===== src/rtl/wb_bram_slave.sv =====
// Wishbone B4 classic slave bridging single-word accesses onto a registered-read BRAM port.
// Define WB_BRAM_ADDR_CHECK_EN to error-terminate misaligned or out-of-window requests.
module wb_bram_slave #(
  parameter int DATA_WIDTH    = 32,
  parameter int ADDR_WIDTH    = 14,
  parameter int WB_ADDR_WIDTH = 32,
  parameter logic [WB_ADDR_WIDTH-1:0] BASE_ADDR = 32'h0000_0000
) (
  input  logic                     clk,
  input  logic                     rst,
  input  logic                     wb_cyc_i,
  input  logic                     wb_stb_i,
  input  logic                     wb_we_i,
  input  logic [WB_ADDR_WIDTH-1:0] wb_adr_i,
  input  logic [DATA_WIDTH-1:0]    wb_dat_i,
  input  logic [DATA_WIDTH/8-1:0]  wb_sel_i,
  output logic [DATA_WIDTH-1:0]    wb_dat_o,
  output logic                     wb_ack_o,
  output logic                     wb_err_o,
  output logic [ADDR_WIDTH-1:0]    bram_addr,
  output logic [DATA_WIDTH/8-1:0]  bram_w_en,
  output logic [DATA_WIDTH-1:0]    bram_wdata,
  input  logic [DATA_WIDTH-1:0]    bram_rdata
);

`ifdef WB_BRAM_ADDR_CHECK_EN
  typedef enum logic [1:0] {IDLE, RD_WAIT, ACK, ERR} state_t;
`else
  typedef enum logic [1:0] {IDLE, RD_WAIT, ACK} state_t;
`endif

  state_t state;
  logic   req;
  logic   legal;

  assign req = wb_cyc_i & wb_stb_i;

`ifdef WB_BRAM_ADDR_CHECK_EN
  assign legal = (wb_adr_i[1:0] == 2'b00) &&
    (wb_adr_i[WB_ADDR_WIDTH-1:ADDR_WIDTH+2] ==
     BASE_ADDR[WB_ADDR_WIDTH-1:ADDR_WIDTH+2]);
  assign wb_err_o = (state == ERR) & wb_cyc_i;
`else
  // Without checking, the window aliases across the whole bus.
  logic unused_adr;
  assign unused_adr = ^{wb_adr_i[WB_ADDR_WIDTH-1:ADDR_WIDTH+2],
                        wb_adr_i[1:0]};
  assign legal    = 1'b1;
  assign wb_err_o = 1'b0;
`endif

  assign bram_addr  = wb_adr_i[ADDR_WIDTH+1:2];
  assign bram_wdata = wb_dat_i;
  assign wb_ack_o   = (state == ACK) & wb_cyc_i;

  // The write commits on the same edge that moves IDLE -> ACK.
  assign bram_w_en = (!rst && state == IDLE && req && wb_we_i && legal)
                     ? wb_sel_i : '0;

  always_ff @(posedge clk or posedge rst) begin
    if (rst) begin
      state    <= IDLE;
      wb_dat_o <= '0;
    end else begin
      unique case (state)
        IDLE: begin
          if (req) begin
            if (!legal) begin
`ifdef WB_BRAM_ADDR_CHECK_EN
              state <= ERR;
`else
              state <= IDLE;
`endif
            end else if (wb_we_i) begin
              state <= ACK;
            end else begin
              state <= RD_WAIT;
            end
          end
        end
        RD_WAIT: begin
          if (!wb_cyc_i) begin
            state <= IDLE;
          end else begin
            wb_dat_o <= bram_rdata;
            state    <= ACK;
          end
        end
        ACK: state <= IDLE;
`ifdef WB_BRAM_ADDR_CHECK_EN
        ERR: state <= IDLE;
`endif
        default: state <= IDLE;
      endcase
    end
  end

endmodule

===== config.mk =====
export PLATFORM = sky130hd
export DESIGN_NAME = wb_bram_slave
export DESIGN_NICKNAME = d
export VERILOG_FILES = /design/src/rtl/wb_bram_slave.sv
export SDC_FILE = /design/constraint.sdc
export NUM_CORES = 1
export LEC_CHECK = 0
export CAP_MARGIN = 5
export CELL_PAD_IN_SITES_DETAIL_PLACEMENT = 1
export CELL_PAD_IN_SITES_GLOBAL_PLACEMENT = 2
export CORE_MARGIN = 4
export CORE_UTILIZATION = 30
export DETAILED_ROUTE_END_ITERATION = 7
export DONT_BUFFER_PORTS = 1
export PLACE_DENSITY = 0.83
export SLEW_MARGIN = 15
export SYNTH_ARGS = -nofsm -noshare
export SYNTH_HDL_FRONTEND = slang
export SYNTH_SLANG_ARGS = --single-unit

===== constraint.sdc =====
create_clock -name clk -period 1.2 [get_ports clk]
set_input_delay 0.24 -clock clk [delete_from_list [all_inputs] [get_ports clk]]
set_output_delay 0.24 -clock clk [all_outputs]
set_load 0.05 [all_outputs]

==> results.txt <==
For this run, the number of Yosys warnings is 0. After synthesis, the cell types taking the most area are sky130_fd_sc_hd__dfrtp_1 50%, sky130_fd_sc_hd__buf_4 21%, sky130_fd_sc_hd__mux2_1 20%. The remaining antenna violation count after routing is 0.

The maximum fanout count along the critical path is 5. The sum of overflow across all layers after global routing came out at 0. The clock group share of total power is 20.0%. The path type of the worst setup path is register to primary output. The via count of the first global-routing pass came to 1221. The final layout contains 245 nets. The number of DRC violations after detailed-routing iteration 0 is 12.

The min-delay analysis places its worst path in the category input port to register. The die area is 6940 sq um. The clock latency at the later pin of the worst-skew pair is 0.28 ns.

For the worst setup path, the data arrival time is 1.43 ns. The run finished, with violations left. In the layout the commonest cells are 35 x sky130_fd_sc_hd__buf_4, 34 x sky130_fd_sc_hd__dfrtp_1, 30 x sky130_fd_sc_hd__mux2_4. CTS built an H-tree with a depth of 2.

STA classifies the critical path endpoint as a primary output. The data required time of the worst path came out at 0.96 ns. The number of port buffers came out at 0. The number of top-level pins is 189. The count of state elements after synthesis is 34. The biggest area consumer among synthesized cells is sky130_fd_sc_hd__dfrtp_1.

The die span in y is 83.3 um. No sink is reached through more buffers than the 2 on the longest clock path. For this design the ratio of total power to cell area is 2170 nW/um^2. Setup repair after global routing could not meet its margin everywhere.

The clock tree root driver cell is sky130_fd_sc_hd__clkbuf_8. The synthesized netlist net count came out at 239. The worst path buffer plus inverter count came out at 1. The delay of the slowest cell on the worst path came out at 0.39 ns. Traced cell by cell, the critical path runs through nand4bb_4, nor3_4, buf_12. The maximum number of pins on one net before global-route repair is 33. The synthesized instance count came out at 134. Of the total power, registers draw 33.8%. 0 antenna diodes ended up in the layout.

The final instance area is 2220 sq um. The average cell area after synthesis came out at 12.7 sq um. Setup violations remaining at the end of the flow were counted as 37.

The first-pass iteration count of the detailed router is 3. The fmax came out at 0.597 GHz. Leaving out fill and tap cells, the most frequent cell in the layout is sky130_fd_sc_hd__buf_4.

Overall power consumption after layout is estimated at 4.81 mW. The maximum VDD drop came out at 0.000777 V. TritonCTS built the clock tree. The post-layout worst setup margin came out at -0.474 ns. In this run, distinct cell masters in the synthesized netlist total 15. The total internal power came out at 2.85 mW.

The worst clock skew is 0.00519 ns. Clock-pin slew was measured on the worst setup and hold paths at 0.07 ns. The placement row count came out at 27.

The area of the core region came out at 5510 sq um. The routed layout has 989 vias. The floorplan step set the die width to 83.3 um.

The count of final hold-check violations is 0. The aggregate global-route resource usage came out at 12.3%. The number of clock buffers inserted by TritonCTS came out at 5. The final-layout fill cell count came out at 572.

Broken down by cell family, the worst path's largest delay share belongs to simple AND/OR/NAND/NOR gates. Compared with the post-synthesis result, the final layout area differs by 30.4%. The switching power as a share of total power came out at 40.8%. For this design the total switching power over the nets is 1.96 mW.

The combined flip-flop and latch cell area is 851 sq um. The area of the mapped netlist is 1700 sq um. The minimum clock period came out at 1.67 ns. The number of max-capacitance violations reported came out at 0. The final layout contains routed wiring with a total length of 4260 um. After synthesis, the largest area contributor takes up 50.0% of total cell area. The area occupied by multi-input gates is 634 sq um. The checks that failed: negative setup slack. At the end of routability-driven placement, the weighted congestion stood at 0.945. The average wire per cell in the routed design came out at 20.0 um. Adding up every negative setup slack in the final design gives -15.16 ns. The detailed-route DRC error count came out at 0. The sequential cell area fraction in the yosys report came out at 50.0%.

On the critical path, the stage with the largest delay is an instance of sky130_fd_sc_hd__dfrtp_1. In this run the cell area measured after placement is 1860 sq um. The post-route netlist has 68.1% of its cells at a drive strength greater than 1. In this run the static leakage power is 1.16 nW. The CTS sink count is 34. The estimated wirelength of the detail-placed design came out at 3110 um.

The setup slack after placement came out at -0.221 ns. The initial antenna violation count was 0. The global-route wire length before repair came out at 6750 um. The setup slack of the worst register-to-register path came out at -0.43 ns. The starting density of the core came out at 30.9%. The routed via count divided by cell count came out at 4.64. The worst setup path is launched from a register. After layout, the worst path uses 139% of the clock period. The number of pins with negative max-slew slack in the final report came out at 0. Per report_power, the combinational group accounts for 46.2% of the total.
==> what timing repair did <==
| action | CTS | global route |
|---|---|---|
| setup buffers | 4 | 2 |
| hold endpoints to repair | 34 | 0 |
| gates resized for setup | 34 | 6 |
| endpoints found under the setup margin | 37 | 37 |
| pin swaps | 5 | 4 |
| hold buffers | 1 | 0 |
| gates cloned | 1 | 1 |
==> metal layers <==
layer / global-route usage [%] / vias up / share of wire, %
li1: - / 403 / -
met1: 12.2 / 473 / 33
met5: 0 / - / 0
met3: 6.05 / 40 / 11
met2: 20.7 / 73 / 51
met4: 7.43 / 0 / 4.7
==> cells in the mapped netlist <==
| library cell | instances |
|---|---|
| sky130_fd_sc_hd__a21oi_1 | 1 |
| sky130_fd_sc_hd__buf_4 | 47 |
| sky130_fd_sc_hd__buf_6 | 3 |
| sky130_fd_sc_hd__conb_1 | 1 |
| sky130_fd_sc_hd__dfrtp_1 | 34 |
| sky130_fd_sc_hd__inv_1 | 5 |
| sky130_fd_sc_hd__mux2_1 | 30 |
| sky130_fd_sc_hd__mux2_2 | 2 |
| sky130_fd_sc_hd__nand2_1 | 1 |
| sky130_fd_sc_hd__nand2b_1 | 1 |
| sky130_fd_sc_hd__nand3b_4 | 1 |
| sky130_fd_sc_hd__nand4bb_1 | 1 |
| sky130_fd_sc_hd__nor2_1 | 2 |
| sky130_fd_sc_hd__nor3_1 | 4 |
| sky130_fd_sc_hd__nor3b_1 | 1 |
==> logic make-up after synthesis <==
group | Yosys count | share of synthesized area [%]
flops | 34 | 50.0
buf+inv | 55 | 23.8
simple gates | 11 | 4.49
compound gates | 1 | 0.294
other cells | 1 | 0.220
mux | 32 | 21.2
==> path summary, 6_finish.rpt <==
path | startpoint | end | depth (start not counted)
setup / recovery | state[1]$_DFFE_PP0P_ | bram_w_en[0] | 3
min in group asynchronous | rst | state[0]$_DFFE_PP0P_ | 2
hold / removal | wb_we_i | state[0]$_DFFE_PP0P_ | 1
max in group asynchronous | rst | wb_dat_o[28]$_DFFE_PP0P_ | 3
hold reg to reg | wb_dat_o[9]$_DFFE_PP0P_ | wb_dat_o[9]$_DFFE_PP0P_ | 1
setup reg to reg | state[1]$_DFFE_PP0P_ | wb_dat_o[16]$_DFFE_PP0P_ | 6
==> through the flow <==
stage	util, %	hold WS, ns	instances
2_1_floorplan	-	0.306	134
3_3_place_gp	33.8	0.0197	197
3_5_place_dp	33.8	0.0323	197
4_1_cts	39.3	0.0182	211
5_1_grt	40.3	0.0222	213
6_report	40.3	0.0388	213
==> final cells by class <==
| class | instances | area share, % |
|---|---|---|
| Inverter | 5 | 0.846 |
| Timing Repair Buffer | 49 | 23.2 |
| Sequential cell | 34 | 38.4 |
| Clock buffer | 8 | 4.96 |
| Tap cell | 72 | 4.06 |
| Multi-Input combinational cell | 45 | 28.6 |
==> sequential cells by signal, indices dropped and copies added, names as in the netlist <==
signal,count
wb_dat_o,32
state,2
==> power by group through the flow <==
stage | Combinational (mW) | Clock (mW) | Sequential, mW
after global routing | 2.29 | 1.10 | 1.67
final | 2.22 | 0.962 | 1.63
after global placement | 1.94 | 0 | 1.60
after floorplan | 0.698 | 0 | 2.68
after CTS | 2.22 | 1.02 | 1.62
after detailed placement | 1.97 | 0 | 1.64
(Power assumes the default switching activity.)
